===== src/rtl/rat_ckpt.sv =====
// rat_ckpt: register alias table for the rename stage.
// Translates RENAME_WIDTH instructions per cycle with intra-group bypass,
// reports displaced mappings, and keeps a circular buffer of map snapshots
// that can be restored in a single cycle on a branch mispredict.
module rat_ckpt #(
  parameter int NUM_AREGS    = 32,
  parameter int NUM_PREGS    = 64,
  parameter int RENAME_WIDTH = 2,
  parameter int NUM_CKPTS    = 4,
  localparam int AW = $clog2(NUM_AREGS),
  localparam int PW = $clog2(NUM_PREGS),
  localparam int CW = $clog2(NUM_CKPTS),
  localparam int SW = (RENAME_WIDTH > 1) ? $clog2(RENAME_WIDTH) : 1
) (
  input  logic                                 clk,
  input  logic                                 rst_n,
  input  logic [RENAME_WIDTH-1:0][1:0][AW-1:0] src_areg,
  output logic [RENAME_WIDTH-1:0][1:0][PW-1:0] src_preg,
  input  logic [RENAME_WIDTH-1:0]              wr_en,
  input  logic [RENAME_WIDTH-1:0][AW-1:0]      wr_areg,
  input  logic [RENAME_WIDTH-1:0][PW-1:0]      wr_preg,
  output logic [RENAME_WIDTH-1:0][PW-1:0]      old_preg,
  input  logic                                 ckpt_req,
  input  logic [SW-1:0]                        ckpt_slot,
  output logic                                 ckpt_ack,
  output logic [CW-1:0]                        ckpt_id,
  output logic                                 ckpt_full,
  input  logic                                 release_valid,
  input  logic                                 restore_valid,
  input  logic [CW-1:0]                        restore_id
);

  logic [PW-1:0] map_q    [NUM_AREGS];
  logic [PW-1:0] ckpt_q   [NUM_CKPTS][NUM_AREGS];
  logic [PW-1:0] map_next [NUM_AREGS];
  logic [PW-1:0] snap_map [NUM_AREGS];
  logic [CW:0]   head_q;
  logic [CW:0]   tail_q;
  logic [CW:0]   count;
  logic [CW:0]   restore_ptr;
  logic          release_ok;

  // Occupancy is the pointer distance; the wrap bit separates full from empty.
  assign count      = tail_q - head_q;
  assign ckpt_full  = (count == (CW+1)'(NUM_CKPTS));
  assign ckpt_ack   = ckpt_req && !ckpt_full && !restore_valid;
  assign ckpt_id    = tail_q[CW-1:0];
  assign release_ok = release_valid && (count != '0);

  // Source and displaced-mapping lookup; an older slot in the same group
  // writing the same areg overrides the stored map, the youngest such slot wins.
  always_comb begin
    for (int s = 0; s < RENAME_WIDTH; s++) begin
      for (int j = 0; j < 2; j++) begin
        src_preg[s][j] = map_q[src_areg[s][j]];
        for (int t = 0; t < s; t++) begin
          if (wr_en[t] && (wr_areg[t] == src_areg[s][j])) begin
            src_preg[s][j] = wr_preg[t];
          end
        end
        if (src_areg[s][j] == '0) begin
          src_preg[s][j] = '0;
        end
      end
      old_preg[s] = map_q[wr_areg[s]];
      for (int t = 0; t < s; t++) begin
        if (wr_en[t] && (wr_areg[t] == wr_areg[s])) begin
          old_preg[s] = wr_preg[t];
        end
      end
      if (wr_areg[s] == '0) begin
        old_preg[s] = '0;
      end
    end
  end

  // Next map after all slot writes, and the snapshot view that only includes
  // the writes of slots up to and including ckpt_slot.
  always_comb begin
    for (int i = 0; i < NUM_AREGS; i++) begin
      map_next[i] = map_q[i];
      snap_map[i] = map_q[i];
    end
    for (int s = 0; s < RENAME_WIDTH; s++) begin
      if (wr_en[s] && (wr_areg[s] != '0)) begin
        map_next[wr_areg[s]] = wr_preg[s];
        if (s <= int'(ckpt_slot)) begin
          snap_map[wr_areg[s]] = wr_preg[s];
        end
      end
    end
  end

  // Rebuild the full pointer for restore_id: ids below the head index sit
  // past the wrap point, so they take the inverted head wrap bit.
  always_comb begin
    restore_ptr = {head_q[CW], restore_id};
    if (restore_id < head_q[CW-1:0]) begin
      restore_ptr[CW] = ~head_q[CW];
    end
  end

  // Map and pointer update; a restore discards this cycle's writes and checkpoint.
  always_ff @(posedge clk or negedge rst_n) begin
    if (!rst_n) begin
      for (int i = 0; i < NUM_AREGS; i++) begin
        map_q[i] <= PW'(i);
      end
      head_q <= '0;
      tail_q <= '0;
    end else begin
      if (restore_valid) begin
        for (int i = 0; i < NUM_AREGS; i++) begin
          map_q[i] <= ckpt_q[restore_id][i];
        end
        tail_q <= restore_ptr;
      end else begin
        for (int i = 0; i < NUM_AREGS; i++) begin
          map_q[i] <= map_next[i];
        end
        if (ckpt_ack) begin
          tail_q <= tail_q + (CW+1)'(1);
        end
      end
      if (release_ok) begin
        head_q <= head_q + (CW+1)'(1);
      end
    end
  end

  // Snapshot storage; contents are only meaningful while the slot is live.
  always_ff @(posedge clk) begin
    if (ckpt_ack) begin
      for (int i = 0; i < NUM_AREGS; i++) begin
        ckpt_q[tail_q[CW-1:0]][i] <= snap_map[i];
      end
    end
  end

endmodule


===== config.mk =====
export PLATFORM = sky130hd
export DESIGN_NAME = rat_ckpt
export DESIGN_NICKNAME = d
export VERILOG_FILES = /design/src/rtl/rat_ckpt.sv
export SDC_FILE = /design/constraint.sdc
export NUM_CORES = 2
export LEC_CHECK = 0
export ABC_AREA = 0
export BUFFER_PORTS_ARGS = -buffer_cell sky130_fd_sc_hd__buf_2
export CAP_MARGIN = 20
export CORE_MARGIN = 1.5
export CORE_UTILIZATION = 45
export DETAILED_ROUTE_END_ITERATION = 7
export PLACE_DENSITY = 0.75
export SETUP_SLACK_MARGIN = 0.02
export SLEW_MARGIN = 10
export SYNTH_ARGS = -nofsm -noshare
export SYNTH_HDL_FRONTEND = slang
export SYNTH_SLANG_ARGS = --single-unit

===== constraint.sdc =====
create_clock -name clk -period 6.7 [get_ports clk]
set_input_delay 0.335 -clock clk [delete_from_list [all_inputs] [get_ports clk]]
set_output_delay 0.335 -clock clk [all_outputs]
set_load 0.05 [all_outputs]

======== Yosys cells after proc, flatten, opt, wreduce, memory -nomap -nowiden ========
Memory sizes are Yosys's and may differ from the RTL's.
Index checks and enable logic that the tools add are counted.
W data, S select, Z words.
word-level totals
  bits in registers ....................... 198
  memory bits (writable) .................. 768
  input port bits ......................... 52
  logic and storage cells ................. 124
  memories kept ........................... 1
memories
  memory  words  bits a word  read ports  clocked after Yosys merged registers in  wr ports  line  text
  ckpt_q  4      192          1           0                                        1         34    logic [PW-1:0] ckpt_q [NUM_CKPTS][NUM_AREGS];
cells by class
  add/sub/neg operators ................... 3
  order comparisons ....................... 10
  equality and inequality tests ........... 4
  muxes and demuxes ....................... 43
  bitwise operators ....................... 7
  reductions and logical operators ........ 22
operator list
  cell                   count
  $mux W192              5
  $bwmux W192            2
  $bmux W6 S5            6
  $mux W6                23
  $demux W6 S5           2
  $ge A6 B6 Y1 const B   6
  $not A5 Y6             6
  $logic_not A5 Y1       6
  $eq A5 B5 Y1           3
  $lt A6 B1 Y1 const B   2
  $logic_and A1 B1 Y1    10
  $reduce_bool A5 Y1     2
  $add A3 B1 Y3 const B  2
  $mux W3                2
  $eq A3 B3 Y1 const B   1
  $mux W1                3
  $reduce_bool A3 Y1     1
  $sub A3 B3 Y3          1
  $logic_not A1 Y1       2
  $lt A2 B2 Y1           1
  $reduce_bool A2 Y1     1
  $le A1 B1 Y1 const A   1
  $not A1 Y1             1

======== Longest topological paths before layout ========
  word-level depth ........................ 10
  gate-level depth with buffers ........... 9

======== Worst setup path before layout ========
OpenSTA, ideal clock, no wires.
  kind .................................... register to register
  start ................................... register tail_q[0]
  end ..................................... memory ckpt_q[2][0] (netlist bit), enable pin
  library setup time ...................... 576 ps
  arrival ................................. 6490 ps
  slack ................................... -365 ps
  cell stages (with the launch flop) ...... 8
  path buffers ............................ 0
  period minus slack after synthesis ...... 7065 ps
  cell sequence ........................... dfrtp_1 > inv_1 > ha_1 > nor2b_1 > xnor2_1 > o21ai_0 > nor2_1 > and2_1
between the ends
  longest elaborated chain between the ends .. 7
ends and longest elaborated chain
  what                              line  text
  from (decl)                       38    logic [CW:0] tail_q;
  from (signal assigned)            116   tail_q <= restore_ptr;
  from (signal assigned)            122   tail_q <= tail_q + (CW+1)'(1);
  $sub A3 B3 Y3                     44    assign count = tail_q - head_q;
  $eq A3 B3 Y1                      45    assign ckpt_full = (count == (CW+1)'(NUM_CKPTS));
  $logic_not A1 Y1                  46    assign ckpt_ack = ckpt_req && !ckpt_full && !restore_valid;
  $logic_and A1 B1 Y1 (2 in a row)  46
  named net ckpt_ack                25    output logic ckpt_ack,
  $mux W1                           133   if (ckpt_ack) begin
  $mux W1 (implied by the code)     135   ckpt_q[tail_q[CW-1:0]][i] <= snap_map[i];
  to (decl)                         34
The timed path passes the listed nets, and every way through them passes these cells.

==> qor.txt <==
==================================================================================
Post-synth cell types                                                           54
CTS sink count                                                                 966
Crit start category                                                      input pin
Routed wire length                                                        168.3 mm
Area of the multi-input gates                                          0.02207 mm²
Signed area change from the synthesized netlist to the final layout         9.728%
Placed Instances                                                              4738
I/O Buffers                                                                     91
Setup violation total in the final timing report                                 0
Count of flip-flops with a built-in enable after synthesis                     768
Maximum clock frequency                                                 0.2549 GHz
Source of the worst hold timing path                                      ckpt_req
Element type at the critical path end                                 primary output
Worst setup path startpoint                                             wr_areg[0]
Starting density of the core                                                0.4563
Flip-flop and latch count after synthesis                                      966
Fraction of layout cells with a size suffix above 1                         0.3023
Final Slew Violations                                                            0
Sequential fraction of the synthesis area                                   0.5455
Final hold violations                                                            0
CTS buffer count                                                                97
Crit share post-route                                                       0.5855
Maximum net fanout on the critical path                                         45
Fraction of power spent switching nets                                      0.2990
Worst min-delay path class                                                  in2reg
Nets                                                                          3400
Total core area                                                         0.1130 mm²
Remaining antenna violation count                                                0
Pin count of the biggest net entering global routing                           136
Count of fill cells added during filler insertion                             9255
Flop-to-flop setup slack                                                   3000 ps
Per-instance average area after synthesis                                15.23 µm²
Reg area                                                               0.02812 mm²
Relative slew slack                                                         0.1576
Number of antenna violations at the first check in global routing               18
Wire length per cell after detailed routing                               34.12 µm
CTS H-tree depth                                                                 3
Total Neg Setup Slack                                                         0 ps
Number of optimization iterations in the first detailed-route pass               5
Count of vias placed by the detailed router                                  33850
Slowest Stage Delay on Critical Path                                        690 ps
Comb power frac                                                              0.201
Minimum period implied by the final worst setup slack                      3923 ps
TritonCTS clock tree                                                         built
Post-synthesis instance area                                           0.05154 mm²
Crit path max-delay family                                            buffers and inverters
CTS Buffer Depth                                                                 3
Total DRC errors in the routed layout                                            0
Global-route total usage across every layer                                 0.2869
Routability cong.                                                            1.063
Post-synthesis cell type with the largest combined area                   edfxtp_1
Utilization after layout                                                    0.5006
Most frequent cell after synthesis                                        edfxtp_1
Root Buffer                                                              clkbuf_16
Die extent in x                                                           341.4 µm
Static power due to leakage                                             0.02076 µW
GR Overflow Total                                                                0
CP Data Arrival Time                                                       3590 ps
Vias per cell                                                                6.864
Crit-path slowest cell                                                     a21oi_1
Die Outline Area                                                        0.1166 mm²
Cell count after synthesis                                                    3384
Share of Yosys cell area claimed by the top area cell type                  0.4475
Number of global-route vias before repair                                    32300
Library cell appearing most often on the critical path                       buf_4
Class of the most critical setup path                                       in2out
RSZ-0062 raised after global routing                                            no
Internal power                                                            12180 µW
Data required time at the worst endpoint                                   6360 ps
Async set-reset flop share out of synthesis                                 0.2050
Prevailing post-synth register cell                                       edfxtp_1
I/O pin count                                                                   92
Overall power of the completed layout                                     17380 µW
Worst setup skew after layout                                             29.21 ps
Top cells by area in the synthesized netlist                          edfxtp_1, mux4_2, mux2i_1
DPL Wire Length                                                           108.6 mm
Worst-margin pin slew                                                      1258 ps
Clock group share of total power                                             0.324
Clock Pin Slew Worst Setup and Hold Paths                                    60 ps
Reported max-cap violation count                                                 0
Largest vdd supply drop                                                  0.2084 mV
Warnings, synthesis                                                              0
Status                                                                finished clean
Psw                                                                        5197 µW
Postcts setup bufs                                                               0
Number of buffers and inverters on the critical path                             3
Sequential fraction of design power                                          0.475
Startpoint of the most critical register-to-register path                tail_q[0]
Die Y                                                                     341.4 µm
Net count after synthesis                                                     3444
Commonest cells in the netlist                                        edfxtp_1, mux2i_1, mux4_2
First-pass GRT wire length                                                240.6 mm
Pwr/cell area                                                         307.3 mW/mm²
Non-Filler Instances                                                          4931
Crit-path cells                                                       buf_4 > buf_4 > xor2_1 > nor4_1 > nand3_1 > a21oi_1 > buf_2
DRT iter0 DRCs                                                                5671
Standard-cell row count                                                        123
Insertion delay to the later sink of the worst-skew pair                    710 ps
==================================================================================
worst paths after layout:
kind | to | cells after the start
min | tail_q[2] | 4
min in group asynchronous | map_q[41] | 2
max in group asynchronous | map_q[133] | 3
min reg2reg | head_q[2] | 1
max reg2reg | ckpt_q[1][105] | 8
max | src_preg[19] | 7
sequential cells by signal, summed over array words and instances (netlist names):
| register | flops |
|---|---|
| head_q | 3 |
| ckpt_q | 768 |
| tail_q | 3 |
| map_q | 192 |
cells by family after synthesis:
family	count (synthesis)	share of synthesized area
mux	1167	0.3299
flops	966	0.5455
simple gates	452	0.03967
compound gates	451	0.05188
buf+inv	318	0.02734
xor+xnor	22	0.003738
fa+ha+maj	8	0.001942
repair_timing:
action,CTS,global route
gates resized for setup,0,0
setup endpoints to repair,0,0
hold buffers,2,0
hold endpoints to repair,44,0
per-stage QoR:
step	hold WS [ps]	setup WS (ps)	area, µm²
global placement	323.0	3027	53230
finish	87.33	2777	56550
floorplan	39.41	1731	51540
detailed placement	320.4	2990	53230
CTS	75.04	2980	56520
global route	118.6	2725	56530
final cells by class:
cell class              instances  area share
inverters                      18    0.001195
repair buffers                157     0.01982
diodes                         10   0.0004425
flip-flops and latches        966      0.4972
clock buffers                 134     0.04823
clock inverters                46    0.009646
well taps                    1500     0.03319
multi-input cells            2100      0.3903
cells in the final DEF, fill, tap and decap left out, types with 13 or more instances in the layout:
cell	n
edfxtp_1	768
mux2i_1	559
mux4_2	405
a21oi_1	238
nor2_1	221
mux2_2	202
dfrtp_1	118
nand2_1	110
a22oi_1	101
clkbuf_16	98
buf_2	81
dfstp_2	80
buf_4	60
o21ai_0	42
clkbuf_1	22
nor2_2	18
a211oi_1	18
a21o_1	18
clkbuf_8	16
nand3_1	15
clkinv_1	15
or4_1	13
clkinv_2	13
metal layers:
metal,vias up,global-route usage,routed length [µm]
met3,533,0.09428,24370
met2,2650,0.4106,72400
met4,20,0.1417,9649
met1,17250,0.3929,61720
met5,-,0.0004085,113
li1,13400,-,-
power groups by stage:
stage | combinational, µW | sequential [µW] | clock [µW]
final | 3490 | 8260 | 5630
after global routing | 3670 | 8270 | 5890
after CTS | 3430 | 8200 | 5670
after detailed placement | 3400 | 8310 | 0
after global placement | 3340 | 8280 | 0
after floorplan | 2450 | 7930 | 0
worst min-delay path: stages:
cell	delay, ps
buf_2	100
o211ai_1	100
xor2_1	130
o21ai_0	80
Note: power is estimated with default switching activity, not from simulation.
